File: config.mk
export PLATFORM = sky130hd
export DESIGN_NAME = pipe_stage_buf
export DESIGN_NICKNAME = d
export VERILOG_FILES = /design/src/rtl/pipe_stage_buf.sv
export SDC_FILE = /design/constraint.sdc
export NUM_CORES = 1
export LEC_CHECK = 0
export BUFFER_PORTS_ARGS = -buffer_cell sky130_fd_sc_hd__buf_2
export CAP_MARGIN = 0
export CORE_MARGIN = 3
export CORE_UTILIZATION = 45
export CTS_BUF_LIST = sky130_fd_sc_hd__clkbuf_8
export DETAILED_ROUTE_END_ITERATION = 7
export PLACE_DENSITY_LB_ADDON = 0.08
export SYNTH_ARGS = -nofsm -noshare
export SYNTH_HDL_FRONTEND = slang
export SYNTH_SLANG_ARGS = --single-unit
File: constraint.sdc
create_clock -name clk -period 2.5 [get_ports clk]
set_clock_uncertainty 0.1 [all_clocks]
set_input_delay 0.375 -clock clk [delete_from_list [all_inputs] [get_ports clk]]
set_output_delay 0.375 -clock clk [all_outputs]
set_load 0.01 [all_outputs]
File: src/rtl/pipe_stage_buf.sv
// Two-entry skid buffer for a pipeline stage register. MAIN drives the outputs and SKID absorbs
// one entry of overflow, so in_ready is a flop and has no combinational path from out_ready.
module pipe_stage_buf #(
  parameter int DATA_W = 128,
  parameter int CTRL_W = 4,
  parameter int RD_W   = 5
) (
  input  logic              clk,
  input  logic              rst,
  input  logic              flush,
  input  logic              in_valid,
  output logic              in_ready,
  input  logic [CTRL_W-1:0] in_ctrl,
  input  logic [RD_W-1:0]   in_rd,
  input  logic [DATA_W-1:0] in_data,
  output logic              out_valid,
  input  logic              out_ready,
  output logic [CTRL_W-1:0] out_ctrl,
  output logic [RD_W-1:0]   out_rd,
  output logic [DATA_W-1:0] out_data,
  output logic [1:0]        occupancy
);

  // The state is encoded as {skid_valid, main_valid}
  localparam logic [1:0] ST_EMPTY = 2'b00;
  localparam logic [1:0] ST_ONE   = 2'b01;
  localparam logic [1:0] ST_FULL  = 2'b11;

  logic              main_valid, skid_valid;
  logic [CTRL_W-1:0] main_ctrl, skid_ctrl;
  logic [RD_W-1:0]   main_rd, skid_rd;
  logic [DATA_W-1:0] main_data, skid_data;
  logic              accept, consume;

  assign accept  = in_valid & in_ready;
  assign consume = main_valid & out_ready;

  // NOTE: sequential state uses non-blocking assignments so every flop samples pre-edge values.
  always_ff @(posedge clk) begin
    if (rst) begin
      // NOTE: payload registers are zeroed on reset so the outputs read all-zero afterwards.
      main_valid <= 1'b0;
      skid_valid <= 1'b0;
      in_ready   <= 1'b1;
      main_ctrl  <= '0;
      main_rd    <= '0;
      main_data  <= '0;
      skid_ctrl  <= '0;
      skid_rd    <= '0;
      skid_data  <= '0;
    end else if (flush) begin
      main_valid <= 1'b0;
      skid_valid <= 1'b0;
      in_ready   <= 1'b1;
    end else begin
      case ({skid_valid, main_valid})
        ST_EMPTY: begin
          if (accept) begin
            main_valid <= 1'b1;
            main_ctrl  <= in_ctrl;
            main_rd    <= in_rd;
            main_data  <= in_data;
          end
        end
        ST_ONE: begin
          if (accept && consume) begin
            main_ctrl <= in_ctrl;
            main_rd   <= in_rd;
            main_data <= in_data;
          end else if (consume) begin
            main_valid <= 1'b0;
          end else if (accept) begin
            skid_valid <= 1'b1;
            in_ready   <= 1'b0;
            skid_ctrl  <= in_ctrl;
            skid_rd    <= in_rd;
            skid_data  <= in_data;
          end
        end
        ST_FULL: begin
          if (consume) begin
            skid_valid <= 1'b0;
            in_ready   <= 1'b1;
            main_ctrl  <= skid_ctrl;
            main_rd    <= skid_rd;
            main_data  <= skid_data;
          end
        end
        default: begin
          // SKID without MAIN is unreachable; recover to EMPTY.
          skid_valid <= 1'b0;
          in_ready   <= 1'b1;
        end
      endcase
    end
  end

  assign out_valid = main_valid;
  assign out_ctrl  = main_ctrl & {CTRL_W{main_valid}};
  assign out_rd    = main_rd;
  assign out_data  = main_data;
  assign occupancy = {1'b0, main_valid} + {1'b0, skid_valid};

endmodule

==> flow_summary_export.csv <==
group,metric,value,unit
synth,async_flop_share,0,
synth,ys.flop_type,"dfxtp_1",
power_and_ir_drop,pwr-share-seq,0.480,
power_and_ir_drop,leakagePower,5.87,nW
placement,gp_congestion,0.768,
global_routing,grt_max_degree,78,
worst_hold_path,worstHoldPathType,"in2reg",
final_layout,area_growth,36.9,%
timing,period_minus_slack,2.31,ns
routing,wl_per_cell,14.7,um
global_routing,grt_overflow_total,0,
synth,ys_warn_count,0,
die,rows,56,
power_and_ir_drop,ir_drop,392,uV
setup_path,crit_path_end_kind,"register",
placement,dpl-instance-area,12900,um^2
timing,finalSetupTns,0,ns
die,initial_core_util,0.466,
routing,num_vias,9899,
timing,tightest_slew,0.751,ns
setup_path,critPathLaunchType,"register",
timing,setup_viol,0,
synth,synth_xor_area_frac,0,
final_layout,nNetsFinal,1777,
clock_network,root_buffer,"clkbuf_8",
synth,synth.area.top_cells,"dfxtp_1, mux2i_1, nand2_1, a211oi_1, a21oi_1",
synth,syn-cell-area,11100,um^2
clock_network,cts_buffers,46,
synth,yosys.area.top_type_share,0.500,
power_and_ir_drop,p_sw,2.54,mW
synth,synth_compound_area_frac,0.176,
die,die_area,26600,um^2
clock_network,clk_path_buf_depth,3,
power_and_ir_drop,pwr-share-comb,0.130,
routing,wirelength,29100,um
timing,rsz0062_at_grt,"false",
clock_network,cts.sinks,277,
synth,ys_ff_latch,277,
die,top_level_ports,283,
global_routing,grt_pass1_wl,47500,um
timing,final_hold_viol_count,0,
routing,via_per_inst,4.99,
synth,syn_inst,1240,
placement,io_buffers,282,
power_and_ir_drop,power_density,652,nW/um^2
die,die_x,163,um
routing,ant_nets,0,
timing,finalCritPeriodShare,0.924,
synth,synth.most_common_cell,"nand2_1",
synth,synthTopCellsByCount,"nand2_1, dfxtp_1, mux2i_1, nor2_1, a21oi_1",
clock_network,htreeDepth,2,
synth,syn_nets,1387,
synth,ys_seq_area_frac,0.500,
synth,synth_cell_types,27,
clock_network,clk_pin_slew,0.06,ns
global_routing,first_global_vias,9727,
final_layout,final_area,15200,um^2
power_and_ir_drop,swShare,0.257,
routing,drt_iter0_markers,556,
synth,synth-edff-count,0,
synth,synthMuxAreaShare,0.125,
power_and_ir_drop,p_int,7.36,mW
die,die_height,163,um
timing,fmax,433,MHz
synth,synthAdderAreaFrac,0.00564,
setup_path,critical_path_arrival,2.66,ns
final_layout,drive_above_1_share,0.245,
clock_network,worst_skew_pair.late_latency,0.54,ns
run,maxCapViolations,0,
timing,drv_slew,0,
setup_path,crit_required,2.85,ns
power_and_ir_drop,p_clk_frac,0.390,
clock_network,cts_tree,"built",
run_status,status,"finished, final reports clean",
routing,drt-pass1-iter-count,5,
placement,dp_hpwl,17800,um
synth,avgSynthCellArea,8.95,um^2
synth,synth_top_cell_by_area,"dfxtp_1",
global_routing,track_usage,0.214,
synth,synthSimpleGateAreaFrac,0.148,
synth,synth_top_family_by_area,"compound AO/OA/AOI/OAI gates",
routing,drc,0,
die,coreArea,23800,um^2
setup_path,worstSetupPathType,"reg2reg",
global_routing,antenna_found_initial,1,
timing,maxSlewHeadroom,0.486,
setup_path,critPathMaxFanout,36,
## cell usage in the layout (no fill, tap or decap), types with 2 or more instances in the layout
cell type / netlist / layout
mux2i_1: 138 / 138
a211oi_1: 107 / 107
a211oi_2: 30 / 30
inv_1: 3 / 24
nand2_1: 279 / 279
buf_12: 0 / 20
clkinv_2: 0 / 2
clkbuf_8: 0 / 59
a21oi_1: 137 / 137
and2_1: 6 / 6
dfxtp_1: 277 / 276
buf_4: 11 / 9
a21boi_0: 2 / 2
dlygate4sd3_1: 0 / 137
ha_1: 5 / 4
buf_2: 29 / 281
nor2_1: 138 / 138
## layout make-up
class / count / area (um^2)
Sequential cell: 277 / 5550
Timing Repair Buffer: 448 / 3260
Inverter: 3 / 11.3
Tap cell: 319 / 399
Clock buffer: 59 / 812
Antenna cell: 1 / 2.50
Clock inverter: 24 / 96.3
Multi-Input combinational cell: 854 / 5060
Fill cell: 2058 / 8640
## layer usage
metal / wire, um / share of wire / vias to the layer above / global-route usage
met4: 623 / 0.021 / 2 / 0.0654
met1: 13200 / 0.45 / 4518 / 0.271
met2: 13500 / 0.46 / 254 / 0.362
met3: 1790 / 0.062 / 58 / 0.0549
li1: - / - / 5067 / -
met5: 13 / 0.00045 / - / 0
## power groups by stage
stage / logic, mW / registers, mW / clock network, mW
final: 1.29 / 4.75 / 3.87
after global routing: 1.43 / 4.77 / 4.21
after CTS: 1.29 / 4.75 / 4.00
after detailed placement: 1.12 / 4.84 / 0
after global placement: 1.10 / 4.84 / 0
after floorplan: 0.557 / 4.92 / 0
## kinds of logic after synthesis
family / after synthesis
adder cells (fa/ha/maj): 5
buffers and inverters: 109
AND/OR/NAND/NOR: 428
multiplexers: 138
AO/OA/AOI/OAI: 283
flip-flops: 277
## flip-flops by register name, indices dropped and copies added, names as in the netlist
register,cells
skid_valid,1
main_ctrl,4
skid_rd,5
out_valid,1
skid_data,128
skid_ctrl,4
out_data,128
in_ready,1
out_rd,5
## repair_timing
| action | 4_1_cts | 5_1_grt |
|---|---|---|
| endpoints found under the setup margin | 0 | 3 |
| hold endpoints to repair | 137 | 0 |
| buffers inserted | 0 | 1 |
| gates resized for setup | 0 | 1 |
| hold buffers | 137 | 0 |
## worst paths after layout
path | cells past startpoint | slack [ns] | start | endpoint
hold / removal | 3 | 0.07 | flush | in_ready
setup reg to reg | 9 | 0.19 | skid_valid | out_data[63]
hold reg to reg | 2 | 0.35 | skid_data[69] | skid_data[69]
setup / recovery | 9 | 0.19 | skid_valid | out_data[63]
## critical path, cell delays in order (launching register included)
cell and delay [ns]:
dfxtp_2 0.38, inv_1 0.10, ha_1 0.22, a21boi_0 0.17
a2111oi_4 0.34, buf_4 0.19, buf_12 0.19, buf_12 0.22
nor2_1 0.06, a211oi_1 0.25
## stage by stage
step | std cells | hold WS [ns] | total power [mW] | util | worst slack [ns]
after CTS | 1983 | 0.0186 | 10.0 | 0.637 | 0.154
after global routing | 1984 | 0.0498 | 10.4 | 0.637 | 0.0343
after detailed placement | 1763 | 0.346 | 5.97 | 0.541 | 0.166
after floorplan | 1240 | 0.336 | 5.47 | - | 0.180
final | 1985 | 0.0738 | 9.91 | 0.637 | 0.189
after global placement | 1763 | 0.341 | 5.95 | 0.541 | 0.220
(Power assumes the default switching activity.)
